==> src/rtl/cpu_pkg.sv <==
// Shared CPU types: load-size encoding and the writeback retire-buffer entry.
// Entry fields are sized for the widest configuration; users slice down to XLEN/AW.
package cpu_pkg;

  localparam int WB_XLEN_MAX       = 64;
  localparam int WB_AW_MAX         = 8;
  localparam int WB_RA_IDX_DEFAULT = 15;

  typedef enum logic [1:0] {
    WB_LD_BYTE  = 2'b00,
    WB_LD_HALF  = 2'b01,
    WB_LD_WORD  = 2'b10,
    WB_LD_DWORD = 2'b11
  } wb_ld_size_e;

  typedef struct packed {
    logic                   wen;
    logic [WB_AW_MAX-1:0]   addr;
    logic [WB_XLEN_MAX-1:0] data;
  } wb_entry_t;

endpackage

==> src/rtl/wb_ld_align.sv <==
// Load formatter: picks byte/half/word/dword from the raw read word by offset, then sign/zero-extends.
// Purely combinational, no backpressure.
module wb_ld_align
  import cpu_pkg::*;
#(
  parameter int XLEN = 32
) (
  input  wb_ld_size_e       size,
  input  logic              uns,
  input  logic [1:0]        off,
  input  logic [XLEN-1:0]   raw,
  output logic [XLEN-1:0]   data
);

  logic [63:0] raw64;
  logic [7:0]  b;
  logic [15:0] h;
  logic [31:0] w;
  logic [63:0] ext;
  logic        unused_ext;

  assign raw64 = 64'(raw);
  assign b     = raw64[{off, 3'b000} +: 8];
  assign h     = raw64[{off[1], 4'b0000} +: 16];
  assign w     = raw64[31:0];

  always_comb begin
    ext = '0;
    case (size)
      WB_LD_BYTE: ext = {{56{b[7] & ~uns}}, b};
      WB_LD_HALF: ext = {{48{h[15] & ~uns}}, h};
      WB_LD_WORD: ext = {{32{w[31] & ~uns}}, w};
      // dword only exists on 64-bit datapaths; a 32-bit core sees it as a word
      WB_LD_DWORD: ext = (XLEN == 64) ? raw64 : {{32{w[31] & ~uns}}, w};
      default: ext = '0;
    endcase
  end

  assign data       = ext[XLEN-1:0];
  assign unused_ext = ^ext;

endmodule

==> src/rtl/wb_retire_stage.sv <==
// Writeback stage: formats MA results into an in-order retire FIFO drained to the RF write port.
// Entry visible to the RF one cycle after accept; RF backpressure via rf_wr_rdy, MA stalls when full.
module wb_retire_stage
  import cpu_pkg::*;
#(
  parameter  int XLEN        = 32,
  parameter  int NREG        = 16,
  parameter  int RA_IDX      = NREG - 1,
  parameter  int DEPTH       = 2,
  parameter  int ZERO_REG_EN = 0,
  parameter  int CNT_W       = 32,
  localparam int AW          = $clog2(NREG)
) (
  input  logic             clk,
  input  logic             rst,
  input  logic             start,
  input  logic             ma_wb_vld,
  output logic             ma_wb_rdy,
  input  logic [XLEN-1:0]  ma_wb_pc,
  input  logic [AW-1:0]    ma_wb_rd,
  input  logic [XLEN-1:0]  ma_wb_alu_result,
  input  logic [XLEN-1:0]  ma_wb_ld_data,
  input  logic             ma_wb_is_wb,
  input  logic             ma_wb_is_ld,
  input  logic             ma_wb_is_call,
  input  logic [1:0]       ma_wb_ld_size,
  input  logic             ma_wb_ld_uns,
  output logic             rf_wr_en,
  input  logic             rf_wr_rdy,
  output logic [AW-1:0]    rf_wr_addr,
  output logic [XLEN-1:0]  rf_wr_data,
  input  logic [AW-1:0]    fwd_q_addr,
  output logic             fwd_hit,
  output logic [XLEN-1:0]  fwd_data,
  output logic             retire_pulse,
  output logic [CNT_W-1:0] instret
);

  localparam int PW = (DEPTH > 1) ? $clog2(DEPTH) : 1;
  localparam int CW = $clog2(DEPTH + 1);

  wb_entry_t        mem [DEPTH];
  logic [PW-1:0]    wr_ptr, rd_ptr;
  logic [CW-1:0]    count;
  logic [CNT_W-1:0] instret_q;
  logic [XLEN-1:0]  ld_val;
  logic [AW-1:0]    new_addr;
  wb_entry_t        new_entry;
  logic             push, pop, active, head_wen;

  function automatic logic [PW-1:0] ptr_inc(input logic [PW-1:0] p);
    return (p == PW'(DEPTH - 1)) ? '0 : p + PW'(1);
  endfunction

  wb_ld_align #(.XLEN(XLEN)) u_ld_align (
    .size (wb_ld_size_e'(ma_wb_ld_size)),
    .uns  (ma_wb_ld_uns),
    .off  (ma_wb_alu_result[1:0]),
    .raw  (ma_wb_ld_data),
    .data (ld_val)
  );

  assign ma_wb_rdy = start && (count < CW'(DEPTH));
  assign push      = ma_wb_vld && ma_wb_rdy;
  assign new_addr  = ma_wb_is_call ? AW'(RA_IDX) : ma_wb_rd;

  always_comb begin
    new_entry      = '0;
    new_entry.addr = WB_AW_MAX'(new_addr);
    new_entry.wen  = (ma_wb_is_wb || ma_wb_is_call) && !((ZERO_REG_EN != 0) && (new_addr == '0));
    if (ma_wb_is_call)
      new_entry.data = WB_XLEN_MAX'(ma_wb_pc + XLEN'(4));
    else if (ma_wb_is_ld)
      new_entry.data = WB_XLEN_MAX'(ld_val);
    else
      new_entry.data = WB_XLEN_MAX'(ma_wb_alu_result);
  end

  // Reset masks the head so a discarded entry can never reach the register file
  assign active       = !rst && (count != '0);
  assign head_wen     = mem[rd_ptr].wen;
  assign rf_wr_en     = active && head_wen;
  assign rf_wr_addr   = active ? mem[rd_ptr].addr[AW-1:0] : '0;
  assign rf_wr_data   = active ? mem[rd_ptr].data[XLEN-1:0] : '0;
  assign pop          = active && (!head_wen || rf_wr_rdy);
  assign retire_pulse = pop;
  assign instret      = rst ? '0 : instret_q;

  // Walk oldest to youngest so the last match left standing is the youngest
  always_comb begin
    fwd_hit  = 1'b0;
    fwd_data = '0;
    for (int i = 0; i < DEPTH; i++) begin
      if (!rst && (CW'(i) < count) &&
          mem[PW'((int'(rd_ptr) + i) % DEPTH)].wen &&
          (mem[PW'((int'(rd_ptr) + i) % DEPTH)].addr[AW-1:0] == fwd_q_addr)) begin
        fwd_hit  = 1'b1;
        fwd_data = mem[PW'((int'(rd_ptr) + i) % DEPTH)].data[XLEN-1:0];
      end
    end
  end

  always_ff @(posedge clk) begin
    if (!rst && push) mem[wr_ptr] <= new_entry;
  end

  always_ff @(posedge clk) begin
    if (rst) begin
      wr_ptr    <= '0;
      rd_ptr    <= '0;
      count     <= '0;
      instret_q <= '0;
    end else begin
      if (push) wr_ptr <= ptr_inc(wr_ptr);
      if (pop)  rd_ptr <= ptr_inc(rd_ptr);
      case ({push, pop})
        2'b10:   count <= count + CW'(1);
        2'b01:   count <= count - CW'(1);
        default: count <= count;
      endcase
      instret_q <= instret_q + CNT_W'(pop);
    end
  end

endmodule

==> config.mk <==
export PLATFORM = sky130hd
export DESIGN_NAME = wb_retire_stage
export DESIGN_NICKNAME = d
export VERILOG_FILES = /design/src/rtl/cpu_pkg.sv /design/src/rtl/wb_ld_align.sv /design/src/rtl/wb_retire_stage.sv
export SDC_FILE = /design/constraint.sdc
export NUM_CORES = 1
export LEC_CHECK = 0
export ABC_AREA = 1
export BUFFER_PORTS_ARGS = -buffer_cell sky130_fd_sc_hd__buf_4
export CAP_MARGIN = 10
export CORE_MARGIN = 5
export CORE_UTILIZATION = 50
export CTS_CLUSTER_DIAMETER = 150
export DETAILED_ROUTE_END_ITERATION = 10
export GPL_ROUTABILITY_DRIVEN = 1
export PLACE_DENSITY = 0.74
export SKIP_LAST_GASP = 1
export SLEW_MARGIN = 20
export SYNTH_ARGS = -nofsm -noshare
export SYNTH_HDL_FRONTEND = slang
export SYNTH_SLANG_ARGS = --single-unit
export TNS_END_PERCENT = 10
==> constraint.sdc <==
create_clock -name clk -period 6.3 [get_ports clk]
set_input_delay 1.26 -clock clk [delete_from_list [all_inputs] [get_ports clk]]
set_output_delay 1.26 -clock clk [all_outputs]
set_load 0.02 [all_outputs]
==> metrics, run 1 <==
status completed; setup TNS 0 ns; Worst-path clk slew 0.08 ns; Register Area 2960 sq um; Clk pwr share 0.287; Worst Path Buf+Inv 3; crit path time final 4.74 ns; total CTS buffers 9; cell with the most instances after synthesis nand2_1; Cell Rows 46; initial antenna violation count 0; Root Buffer clkbuf_16; Logic pwr share 0.282; ys async rst share 0; Synth cell types 27; Gate Count Post-Synth 1,337; # hold bufs at CTS 0; largest net degree at the start of global routing 68; DRT Pass-1 Iters 6; Core ar. 16,000 sq um; sequential cell area fraction in the yosys report 0.361; Setup crit end kind output port; Sw Pwr 0.638 mW; Pint 1.27 mW; Post-synth EDFFs 74; R2R setup slack 3.00 ns; Final HPWL DP 20,900 um; routed vias/inst 5.21; Final setup viols 0; CP startpoint kind input port; Post-DRT Antenna Nets 0; synth warn 0; Net Sw Frac 0.335; required time of the critical path 5.04 ns; critical path class in -> out; Hold Crit Endpoint instret_q[31]; GRT Residual Overflow 0; Nets 1,636; routed vias 9,037; Die H 138 um; H-tree lvl count 3; Max Slew Vio Count 0; worst r2r dst instret_q[16]; Hold Vio Cnt, Final 0; P&R area growth vs syn 23.9%; layout cells sized above 1 0.170; Seq pwr share 0.431; Finished Cell Area 10,200 sq um; Design Power 1.91 mW; Post-Syn Area per Cell 6.13 sq um; Initial Util 0.512; Setup Buffers After CTS 0; Post-Route WL 26,500 um; power per cell area 188 nW/um^2; RSZ-0062 raised after global routing false; fill count 1,593; ys flop type edfxtp_1; Post-Place Cells 1,720; Critical-path top delay cell inv_2; synthesized cell area 8200 sq um; crit-path max FO 58; DRC 0; worst path cell trace buf_4 -> nor3_1 -> nand3_1 -> nor2_1 -> nand2_2 -> inv_2 -> nand2_1 -> nand2_1 -> buf_4; PostCTS Resize Cnt 0; Slew headroom 0.469; Synth top area share 0.271; maximum clock rate 0.211 GHz; Die Width 138 um; RD Place Congestion 0.981; Net Count, Synth 1,458; clk_lat worst skew 0.36 ns; Die ar. 19,100 sq um; hold depth 2; HP Start instret_q[31]; WP data arrival 3.48 ns; Peak VDD IR 124 uV; Post-Layout Cell Count 1,736; post-route clock period utilization 0.753; worst reg-to-reg path cell count 14; # IOs 219; reg2reg start count[1]; skew final 0.00763 ns; deepest clock path buffer count 2; number of max-cap violations 0; synth top area cells edfxtp_1, nand2_1, nor2_1; critical path's top delay family simple AND/OR/NAND/NOR gates; DP Area 9880 sq um; first-pass GRT wire length 42,300 um; vias in the first global route 8,421; Hold Crit Class reg -> reg; footprint of the multi-input gates 4360 sq um; CTS tree yes; CP peak stage delay 0.64 ns; clock sink count 111; Starting DRT DRC Count 835; Leakage 4.77 nW; GRT Resource Usage Total 0.267; Yosys reg bits 111; Inserted Diodes 0; WL/cell 15.2 um; PortBufs 218; biggest area consumer among synthesized cells edfxtp_1; Slew @ Worst Pin 0.795 ns; Commonest cells post-synth nand2_1, nor2_1, inv_1, o21ai_0, edfxtp_1
-- cell type report --
type,count,area share
repair buffers,222,0.164
clock inverters,7,0.00518
flip-flops and latches,111,0.292
clock buffers,9,0.0222
inverters,164,0.0606
multi-input cells,1007,0.429
well taps,216,0.0266
-- stage by stage --
stage / setup slack [ns] / hold slack (ns) / utilization
2_1_floorplan: 1.47 / 0.439 / -
3_3_place_gp: 1.69 / 0.448 / 0.617
3_5_place_dp: 1.56 / 0.452 / 0.617
4_1_cts: 1.56 / 0.463 / 0.635
5_1_grt: 1.32 / 0.478 / 0.635
6_report: 1.56 / 0.463 / 0.635
-- worst register-to-register path, stage by stage (launching register included) --
cell,delay [ns]
dfxtp_1,0.33
inv_1,0.09
ha_1,0.20
nor2_1,0.15
inv_2,0.31
nor2_1,0.45
ha_1,0.25
ha_1,0.16
nand2_1,0.10
nor2_1,0.24
nand2_1,0.22
nor2_1,0.29
inv_1,0.13
o21ai_0,0.19
a21oi_1,0.08
-- layer usage --
| layer | GRT usage | part of all wire |
|---|---|---|
| met5 | 0 | 0 |
| met4 | 0.0936 | 0.029 |
| met3 | 0.0503 | 0.073 |
| met2 | 0.449 | 0.47 |
| met1 | 0.347 | 0.43 |
-- layout by cell type (no fill, tap or decap) --
cell	count
nor2_2	4
dfxtp_2	1
nor2_1	221
edfxtp_1	74
or2_2	6
inv_2	4
o21bai_1	1
nand3b_1	11
nand2_2	2
a21oi_1	46
xor2_1	8
inv_1	160
clkbuf_16	9
ha_1	6
nand3_1	71
o21ai_1	14
buf_4	222
inv_4	3
o21ai_0	127
nor2_4	2
nand4_1	6
dfxtp_1	36
nand2_1	460
o211ai_1	6
xnor2_1	3
nor3_1	12
clkinv_4	1
inv_6	2
clkinvlp_4	1
nor3_2	1
-- sequential cells by signal (all words and copies together) (netlist names), named ones only --
signal and cells:
mem 74, wr_ptr 1, rd_ptr 1, instret_q 32, count 2
-- logic make-up after synthesis --
logic type / count (synthesis) / share of synthesized area
AO/OA/AOI/OAI: 194 / 0.121
XOR/XNOR: 11 / 0.0118
adder cells (fa/ha/maj): 6 / 0.00916
buffers and inverters: 219 / 0.108
flip-flops: 111 / 0.361
AND/OR/NAND/NOR: 796 / 0.389
-- worst max-delay path by stage --
stage	startpoint	to	slack (ns)	cells after the start
after CTS	rst	fwd_data[6]	1.56	9
after global routing	rst	fwd_data[13]	1.32	9
after floorplan	start	mem[1][0]	1.47	4
after global placement	rst	fwd_data[11]	1.69	9
after detailed placement	rst	fwd_data[6]	1.56	9
final	rst	fwd_data[6]	1.56	9
-- power by group through the flow --
stage	Combinational, mW	Clock [mW]	Sequential (mW)
floorplan	0.329	0	0.831
global placement	0.530	0	0.837
detailed placement	0.534	0	0.838
CTS	0.536	0.550	0.821
global route	0.595	0.585	0.823
finish	0.538	0.547	0.821
Power figures use the tool's default switching activity.
==> run 2, diff against run 1 <==
==> constraint.sdc (replaced) <==
create_clock -name clk -period 4.87 [get_ports clk]
set_input_delay 0.974 -clock clk [delete_from_list [all_inputs] [get_ports clk]]
set_output_delay 0.974 -clock clk [all_outputs]
set_load 0.02 [all_outputs]
==> run 2 against run 1 <==
  * Cell area is 0.26% higher
  * Worst setup slack got worse by 0.47 ns
  * Power is 30% higher
  * Register-to-register slack worse by 1.3 ns
  * Critical path depth stayed put
  * Via count fell by 1.2%
  * Core utilization rose by 0.16 points
  * Die area unchanged
  * Global-route usage shrank 0.62 points
  * Sequential share of layout area is 0.075 points lower
  * Clock power rose by 31%
==> metrics, run 2 (synthesized netlist as in run 1, its figures left out) <==
first-pass GRT wire length 41,100 um (-2.8%); layout cells sized above 1 0.170 (-0.000223); worst path cell trace buf_4 -> nor2_1 -> nand2_1 -> nor2_2 -> nand2_2 -> nor2_4 -> nand3_1 -> nand2_1 -> buf_4; critical path class in -> out; DRT Pass-1 Iters 8 (+2); Worst Path Buf+Inv 2 (-1); worst r2r dst instret_q[16]; Setup crit start rst; Leakage 4.78 nW (+0.26%); H-tree lvl count 3 (unchanged); initial antenna violation count 0 (unchanged); # hold bufs at CTS 0 (unchanged); Initial Util 0.512 (unchanged); Peak VDD IR 154 uV (+24%); Design Power 2.47 mW (+30%); WP data arrival 2.81 ns (-0.67 ns); Final setup viols 0 (unchanged); PostCTS Resize Cnt 0 (unchanged); Cell Rows 46 (unchanged); CP startpoint kind input port; largest net degree at the start of global routing 63 (-7.4%); Die ar. 19,100 sq um (unchanged); commonest non-fill, non-tap cell in the layout nand2_1; CP peak stage delay 0.61 ns (-0.03 ns); gr busiest metal met2; clock sink count 111 (unchanged); reg2reg start count[1]; Setup Buffers After CTS 0 (unchanged); Nets 1,638 (+0.12%); Max Slew Vio Count 0 (unchanged); maximum clock rate 0.264 GHz; setup TNS 0 ns (unchanged); skew final 0.0120 ns (+0.00439 ns); required time of the critical path 3.90 ns (-1.14 ns); Critical-path top delay cell nor2_4; largest register by flop count mem; vias in the first global route 8,116 (-3.6%); pre-CTS setup slack 1.01 ns (-0.551 ns); power per cell area 243 nW/um^2 (+30%); Setup crit end kind output port; Worst Setup EP fwd_data[31]; Final WS setup 1.08 ns (-0.475 ns); number of max-cap violations 0 (unchanged); GRT Residual Overflow 0 (unchanged); deepest clock path buffer count 2 (unchanged); Stages on worst setup path 9 (unchanged); clk_lat worst skew 0.35 ns (about the same); PortBufs 218 (unchanged); GRT Resource Usage Total 0.261 (-0.00623); met1 Use GR 0.337 (-0.00939); crit-path max FO 58 (unchanged); WL/cell 15.0 um (-1.8%); Die H 138 um (unchanged); routed vias/inst 5.14 (-1.3%); critical path's top delay family simple AND/OR/NAND/NOR gates; DRC 0 (unchanged); # IOs 219 (unchanged); Worst-path clk slew 0.07 ns (about the same); RSZ-0062 raised after global routing false; Root Buffer clkbuf_16; commonest non-fill, non-tap cells in the layout nand2_1, buf_4, nor2_1, inv_1, o21ai_0; Inserted Diodes 0 (unchanged); P&R area growth vs syn 24.2%; Starting DRT DRC Count 586 (-30%); routed vias 8,932 (-1.2%); status completed; max reg flops 74 (unchanged); RD Place Congestion 0.974 (-0.73%); Die Width 138 um (unchanged); Post-Route WL 26,000 um (-1.7%); worst reg-to-reg path cell count 14 (unchanged); post-route clock period utilization 0.778; Post-DRT Antenna Nets 0 (unchanged); Hold Vio Cnt, Final 0 (unchanged); Slew headroom 0.272 (-0.197); CTS tree yes; total CTS buffers 9 (unchanged); Final HPWL DP 20,700 um (-1.1%); Largest regs mem x74, instret_q x32, count x2; Hold Slack 0.461 ns (-0.00177 ns); Slew @ Worst Pin 1.09 ns (+0.295 ns); GR Util met3 0.0569 (+0.00655); M2 GR Usage 0.437 (-0.0118); Core ar. 16,000 sq um (unchanged); R2R setup slack 1.74 ns (-1.26 ns); Hold Crit Class reg -> reg; crit path time final 3.79 ns
[run 2: through the flow]
stage / std cells / util / instance area (sq um)
after detailed placement: 1722 / 0.618 / 9890
final: 1738 / 0.636 / 10200
after global routing: 1738 / 0.636 / 10200
after global placement: 1722 / 0.618 / 9890
after CTS: 1738 / 0.636 / 10200
after floorplan: 1337 / - / 8200
[run 2: cell type report]
type | count | area (sq um)
Clock buffer | 13 | 272
Clock inverter | 3 | 17.5
Fill cell | 1576 | 5820
Inverter | 164 | 616
Multi-Input combinational cell | 1007 | 4360
Sequential cell | 111 | 2960
Tap cell | 216 | 270
Timing Repair Buffer | 224 | 1680
[run 2: how the worst min path moves through the flow]
stage / start / end / cells after the start
6_report: instret_q[31] / instret_q[31] / 2
5_1_grt: instret_q[31] / instret_q[31] / 2
4_1_cts: instret_q[31] / instret_q[31] / 2
3_5_place_dp: instret_q[31] / instret_q[31] / 2
3_3_place_gp: wr_ptr / wr_ptr / 2
2_1_floorplan: instret_q[31] / instret_q[31] / 2
[run 2: layer usage]
| layer | wire, um | vias to the layer above | share of wire |
|---|---|---|---|
| li1 | - | 4580 | - |
| met1 | 11300 | 3951 | 0.44 |
| met2 | 12000 | 354 | 0.46 |
| met3 | 1910 | 47 | 0.073 |
| met4 | 720 | 0 | 0.028 |
| met5 | 0 | - | 0 |
[run 2: worst register-to-register path, cell delays in order (launching register included)]
cell and delay (ns):
dfxtp_1 0.34, inv_1 0.09, ha_1 0.19, nor2_1 0.15, inv_2 0.30, nor2_1 0.42, ha_1 0.23, ha_1 0.16
nand2_1 0.09, nor2_1 0.23, nand2_1 0.18, nor2_1 0.26, inv_1 0.11, o21ai_0 0.16, a21oi_1 0.08
[run 2: report_power, final]
group / switching, mW / leakage (nW) / internal, mW / total, mW
Sequential: 0.0157 / 0.970 / 1.04 / 1.06
Combinational: 0.453 / 3.67 / 0.244 / 0.697
Clock: 0.327 / 0.141 / 0.391 / 0.718
Total: 0.795 / 4.78 / 1.68 / 2.47
